$ cat src/rtl/stopwatch_ctrl.sv
// stopwatch_ctrl: push-button debounce, stopwatch FSM and display hold stage
// sitting between the millisecond timer and the six hexDriver instances.
// Optional feature macro: STOPWATCH_LAP_COUNT_EN adds a saturating 4-bit
// lapCount output that counts RUN->LAP entries and is zeroed by clearOut.
module stopwatch_ctrl #(
  parameter int DEBOUNCE_MS = 20,
  parameter int WIDTH       = 30
) (
  input  logic             clkIn,
  input  logic             resetN,
  input  logic             tickIn,
  input  logic             btnStartStop,
  input  logic             btnLap,
  input  logic             btnClear,
  input  logic [WIDTH-1:0] timeIn,
  output logic             runEn,
  output logic             clearOut,
  output logic [WIDTH-1:0] timeOut,
  output logic             lapActive,
`ifdef STOPWATCH_LAP_COUNT_EN
  output logic [3:0]       lapCount,
`endif
  output logic [1:0]       state
);

  localparam int CNT_W = (DEBOUNCE_MS < 1) ? 1 : $clog2(DEBOUNCE_MS + 1);
  localparam logic [CNT_W-1:0] CNT_LIMIT = CNT_W'(DEBOUNCE_MS);
  localparam logic [CNT_W-1:0] CNT_ONE   = CNT_W'(1);
  localparam logic [CNT_W-1:0] CNT_ZERO  = CNT_W'(0);

  // Button bit positions inside the 3-bit button vectors.
  localparam int B_SS  = 0;
  localparam int B_LAP = 1;
  localparam int B_CLR = 2;

  typedef enum logic [1:0] {
    IDLE = 2'b00,
    RUN  = 2'b01,
    STOP = 2'b10,
    LAP  = 2'b11
  } swState_t;

  logic             tickMeta_r;
  logic             tickSync_r;
  logic             tickPrev_r;
  logic             tickPulse_s;

  logic [2:0]       btnRaw_s;
  logic [2:0]       btnMeta_r;
  logic [2:0]       btnSync_r;
  logic [2:0]       stable_r;
  logic [2:0]       stablePrev_r;
  logic [2:0]       press_s;
  logic [CNT_W-1:0] dbCnt_r [3];

  logic             evClear_s;
  logic             evStartStop_s;
  logic             evLap_s;

  swState_t         state_r;
  swState_t         nextState_s;
  logic             clearPulse_s;
  logic             captureLap_s;

  logic             runEn_r;
  logic             clearOut_r;
  logic             lapActive_r;
  logic [WIDTH-1:0] timeOut_r;
  logic [WIDTH-1:0] lapReg_r;

  logic             runEnNext_s;
  logic             lapActiveNext_s;
  logic [WIDTH-1:0] timeNext_s;

`ifdef STOPWATCH_LAP_COUNT_EN
  logic [3:0]       lapCount_r;
  logic [3:0]       lapCountNext_s;
`endif

  assign btnRaw_s    = {btnClear, btnLap, btnStartStop};
  assign tickPulse_s = tickSync_r & ~tickPrev_r;
  assign press_s     = stable_r & ~stablePrev_r;

  // Clear outranks start/stop, which outranks lap; losers are dropped.
  assign evClear_s     = press_s[B_CLR];
  assign evStartStop_s = press_s[B_SS] & ~press_s[B_CLR];
  assign evLap_s       = press_s[B_LAP] & ~press_s[B_SS] & ~press_s[B_CLR];

  // Synchronise the 1 kHz tick and the raw buttons into the clkIn domain.
  always_ff @(posedge clkIn or negedge resetN) begin
    if (!resetN) begin
      tickMeta_r <= 1'b0;
      tickSync_r <= 1'b0;
      tickPrev_r <= 1'b0;
      btnMeta_r  <= 3'b000;
      btnSync_r  <= 3'b000;
    end else begin
      tickMeta_r <= tickIn;
      tickSync_r <= tickMeta_r;
      tickPrev_r <= tickSync_r;
      btnMeta_r  <= btnRaw_s;
      btnSync_r  <= btnMeta_r;
    end
  end

  // Per-button debounce: a new level must persist for DEBOUNCE_MS ticks.
  always_ff @(posedge clkIn or negedge resetN) begin
    if (!resetN) begin
      stable_r     <= 3'b000;
      stablePrev_r <= 3'b000;
      for (int i = 0; i < 3; i++) begin
        dbCnt_r[i] <= CNT_ZERO;
      end
    end else begin
      stablePrev_r <= stable_r;
      for (int i = 0; i < 3; i++) begin
        if (btnSync_r[i] == stable_r[i]) begin
          dbCnt_r[i] <= CNT_ZERO;
        end else if (dbCnt_r[i] == CNT_LIMIT) begin
          stable_r[i] <= btnSync_r[i];
          dbCnt_r[i]  <= CNT_ZERO;
        end else if (tickPulse_s) begin
          dbCnt_r[i] <= dbCnt_r[i] + CNT_ONE;
        end else begin
          dbCnt_r[i] <= dbCnt_r[i];
        end
      end
    end
  end

  // FSM state register together with the registered outputs and lap hold.
  always_ff @(posedge clkIn or negedge resetN) begin
    if (!resetN) begin
      state_r     <= IDLE;
      runEn_r     <= 1'b0;
      clearOut_r  <= 1'b0;
      lapActive_r <= 1'b0;
      timeOut_r   <= {WIDTH{1'b0}};
      lapReg_r    <= {WIDTH{1'b0}};
`ifdef STOPWATCH_LAP_COUNT_EN
      lapCount_r  <= 4'd0;
`endif
    end else begin
      state_r     <= nextState_s;
      runEn_r     <= runEnNext_s;
      clearOut_r  <= clearPulse_s;
      lapActive_r <= lapActiveNext_s;
      timeOut_r   <= timeNext_s;
      if (captureLap_s) begin
        lapReg_r <= timeIn;
      end else begin
        lapReg_r <= lapReg_r;
      end
`ifdef STOPWATCH_LAP_COUNT_EN
      lapCount_r  <= lapCountNext_s;
`endif
    end
  end

  // Next-state logic: react only to the single winning press event.
  always_comb begin
    nextState_s  = state_r;
    clearPulse_s = 1'b0;
    captureLap_s = 1'b0;
    case (state_r)
      IDLE: begin
        if (evClear_s) begin
          clearPulse_s = 1'b1;
        end else if (evStartStop_s) begin
          nextState_s = RUN;
        end else begin
          nextState_s = IDLE;
        end
      end
      RUN: begin
        if (evStartStop_s) begin
          nextState_s = STOP;
        end else if (evLap_s) begin
          nextState_s  = LAP;
          captureLap_s = 1'b1;
        end else begin
          nextState_s = RUN;
        end
      end
      LAP: begin
        if (evStartStop_s) begin
          nextState_s = STOP;
        end else if (evLap_s) begin
          nextState_s = RUN;
        end else begin
          nextState_s = LAP;
        end
      end
      STOP: begin
        if (evClear_s) begin
          nextState_s  = IDLE;
          clearPulse_s = 1'b1;
        end else if (evStartStop_s) begin
          nextState_s = RUN;
        end else begin
          nextState_s = STOP;
        end
      end
      default: begin
        nextState_s = IDLE;
      end
    endcase
  end

  // Output decode from the next state so outputs land with the state change.
  always_comb begin
    runEnNext_s     = 1'b0;
    lapActiveNext_s = 1'b0;
    timeNext_s      = timeIn;
    case (nextState_s)
      RUN: begin
        runEnNext_s = 1'b1;
      end
      LAP: begin
        runEnNext_s     = 1'b1;
        lapActiveNext_s = 1'b1;
        // On the entry edge lapReg is still loading, so show timeIn directly.
        if (captureLap_s) begin
          timeNext_s = timeIn;
        end else begin
          timeNext_s = lapReg_r;
        end
      end
      default: begin
        runEnNext_s     = 1'b0;
        lapActiveNext_s = 1'b0;
        timeNext_s      = timeIn;
      end
    endcase
  end

`ifdef STOPWATCH_LAP_COUNT_EN
  // Lap counter: saturating count of RUN->LAP entries, cleared with the timer.
  always_comb begin
    lapCountNext_s = lapCount_r;
    if (clearPulse_s) begin
      lapCountNext_s = 4'd0;
    end else if (captureLap_s && (lapCount_r != 4'd15)) begin
      lapCountNext_s = lapCount_r + 4'd1;
    end else begin
      lapCountNext_s = lapCount_r;
    end
  end

  assign lapCount = lapCount_r;
`endif

  assign runEn     = runEn_r;
  assign clearOut  = clearOut_r;
  assign lapActive = lapActive_r;
  assign timeOut   = timeOut_r;
  assign state     = state_r;

endmodule
$ cat config.mk
export PLATFORM = sky130hd
export DESIGN_NAME = stopwatch_ctrl
export DESIGN_NICKNAME = d
export VERILOG_FILES = /design/src/rtl/stopwatch_ctrl.sv
export SDC_FILE = /design/constraint.sdc
export NUM_CORES = 1
export LEC_CHECK = 0
export ABC_AREA = 1
export BUFFER_PORTS_ARGS = -buffer_cell sky130_fd_sc_hd__buf_2
export CAP_MARGIN = 20
export CORE_MARGIN = 10
export CORE_UTILIZATION = 45
export DETAILED_ROUTE_END_ITERATION = 7
export HOLD_SLACK_MARGIN = 0.15
export PLACE_DENSITY = 0.65
export SETUP_SLACK_MARGIN = 0.3
export SLEW_MARGIN = 20
export SYNTH_ARGS = -nofsm -noshare
export SYNTH_HDL_FRONTEND = slang
export SYNTH_SLANG_ARGS = --single-unit
$ cat constraint.sdc
create_clock -name clkIn -period 1.48 [get_ports clkIn]
set_input_delay 0.296 -clock clkIn [delete_from_list [all_inputs] [get_ports clkIn]]
set_output_delay 0.296 -clock clkIn [all_outputs]
set_load 0.05 [all_outputs]
==> run metrics <==
Root Buffer clkbuf_8; CTS sink cnt 94; HP Start timeIn[1]; IO Pins slightly above 70; final instance area about 0.0058 mm^2; number of global-route vias before repair 3356; Min Hold Slack around 160 ps; I/O Buffers 70; max-slew violation count 0; final WL between 10 and 15 mm; core box area between 0.008 and 0.009 mm^2; Placed Cells around 580; row count 33; Total Nets Final 571; final core utilization 0.695; Total Power 5.09 mW; CTS tree done; hpwl dp just under 6 mm; Avg Cell Area, Syn between 9 and 10 um^2; Synth warnings 0; Worst Max-Slew Pin Slew between 400 and 500 ps; final hold vios 0; htree depth 3; post-place setup slack -21.7 ps; Max-Cap Viols 0; critical path class register to register; f_max 700 MHz; Hold/Removal Path Class primary input to register; layout cell share with drive strength beyond 1 0.438; Clock Pin Slew Worst Setup and Hold Paths roughly 90 ps; maximum clock insertion buffer count 2; detailed-route DRC error count 0; gpl congestion around 0.75; Clk Latency, worst-skew pair around 360 ps; drt first pass iters 4; CP max FO 11; die height between 100 and 150 um; Syn Std Cell Area slightly below 0.004 mm^2; R2R Path Start stable_r[0]; via count ~3200; endpoint class of the critical path register; Die ar. between 0.01 and 0.015 mm^2; status finished clean; Non-Filler Instances between 600 and 700; relative slew slack 0.678; Layout area overhead 48.0%; Power Dens Cells ~900 mW/mm^2; gr usage total 0.152; Tcrit/Tclk final 0.966; gr ovfl total 0; LEAKAGE between 2 and 3 nW; Fin Setup TNS 0 ps; CP required 1710 ps; Avg WL per Cell 15.8 um; post-DR vias/cell around 5.1; post-synth cell types 25; Arr. time, crit path roughly 1700 ps; syn_nets between 400 and 500; initial antenna violation count 0; initial DRC count 161; Tmin final 1430 ps; antenna viol nets, final 0; final setup vio count 0; RSZ-0062 raised after global routing true; wire length of the first global-routing pass approximately 16 mm; CP Launch Type register; CTS Buf Count 9; Clock Skew about 15 ps; Setup crit start stable_r[0]; Peak supply drop roughly 0.49 mV; largest net degree at the start of global routing 95; DIE WIDTH between 100 and 150 um; starting density of the core 0.469; Antenna Cells 0; # fillers 627; Mapped Cells about 400; placed cell areas about 0.0045 mm^2; register bit count reported by yosys 94; final setup margin a little over 50 ps; Seq/Total Area, Yosys 0.601
==> path summary, 6_finish.rpt <==
kind | to | slack [ps] | depth (start not counted)
max | timeOut[11] | 50 | 8
min | timeOut[1] | 160 | 3
max reg2reg | timeOut[11] | 50 | 8
min reg2reg | btnSync_r[0] | 350 | 0
max in group asynchronous | timeOut[11] | 580 | 3
min in group asynchronous | tickMeta_r | 530 | 3
==> flip-flops by register name, indices dropped and copies added (netlist names) <==
signal	cells
clearOut	1
tickPrev_r	1
dbCnt_r	15
timeOut	30
stable_r	3
runEn	1
btnMeta_r	3
lapReg_r	30
state	1
lapActive	1
btnSync_r	3
stablePrev_r	3
tickMeta_r	1
tickSync_r	1
==> worst max-delay path: stages, from the launching register on <==
cell	delay, ps
dfrtp_1	390
inv_2	70
nor2_4	140
nand2_4	80
xor2_4	220
nand2_4	140
buf_12	170
nand2_1	50
nand2_1	60
==> Yosys cell counts, drive strengths merged <==
master / n / area [um^2]
nor3: 6 / 30.0
nand2: 132 / 508
mux2: 2 / 22.5
ha: 6 / 75.1
nand3: 43 / 225
xnor2: 1 / 8.76
inv: 23 / 86.3
nor2: 13 / 53.8
buf: 19 / 131
nand4: 37 / 231
xor2: 7 / 80.1
o21ai: 8 / 40.0
and3: 2 / 12.5
clkbuf: 4 / 15.0
nor3b: 3 / 22.5
a21oi: 4 / 20.0
dfrtp: 94 / 2350
==> cells by family after synthesis <==
logic type | synth area share
compound gates | 0.0153
xor+xnor | 0.0227
fa+ha+maj | 0.0192
mux | 0.00575
flops | 0.601
simple gates | 0.277
buf+inv | 0.0594
==> placed cells by master (no fill, tap or decap), types with 4 or more instances in the layout <==
master	instances
inv_2	10
buf_2	34
nand4_1	37
nor2_1	9
nand2_1	85
dlygate4sd3_1	20
nand2_2	37
clkbuf_8	12
ha_4	5
nand3_2	10
buf_4	32
buf_8	4
o21ai_1	4
dfrtp_1	91
nand2_4	10
inv_1	11
nor2_4	4
xor2_4	4
buf_12	5
nand3_1	32
buf_6	41
==> power by group <==
group | switching [mW] | internal (mW) | total, mW | leakage (nW)
sequential | 0.0605 | 2.65 | 2.71 | 1.06
combinational | 0.416 | 0.319 | 0.735 | 1.55
clock | 0.892 | 0.753 | 1.64 | 0.0986
==> metal layers <==
metal,vias to the layer above,track usage,wire (um),part of all wire
li1,1579,-,-,-
met1,1567,0.189,4330,0.43
met2,89,0.255,5130,0.51
met3,13,0.0370,486,0.048
met4,0,0.0465,168,0.017
met5,-,0,0,0
==> final cells by class <==
class / instances / area [um^2] / area share
Multi-Input combinational cell: 265 / 1790 / 0.309
Inverter: 23 / 91.3 / 0.0158
Tap cell: 105 / 131 / 0.0227
Sequential cell: 94 / 2360 / 0.407
Timing Repair Buffer: 136 / 1230 / 0.213
Clock inverter: 4 / 30.0 / 0.00518
Clock buffer: 12 / 165 / 0.0285
==> what timing repair did <==
action,4_1_cts,5_1_grt
buffers inserted,13,12
gates cloned,1,1
hold endpoints to repair,113,0
gates resized for setup,138,67
hold buffers,20,0
setup endpoints to repair,114,116
pin swaps,16,21
No activity file was read; power rests on OpenSTA's default activity.
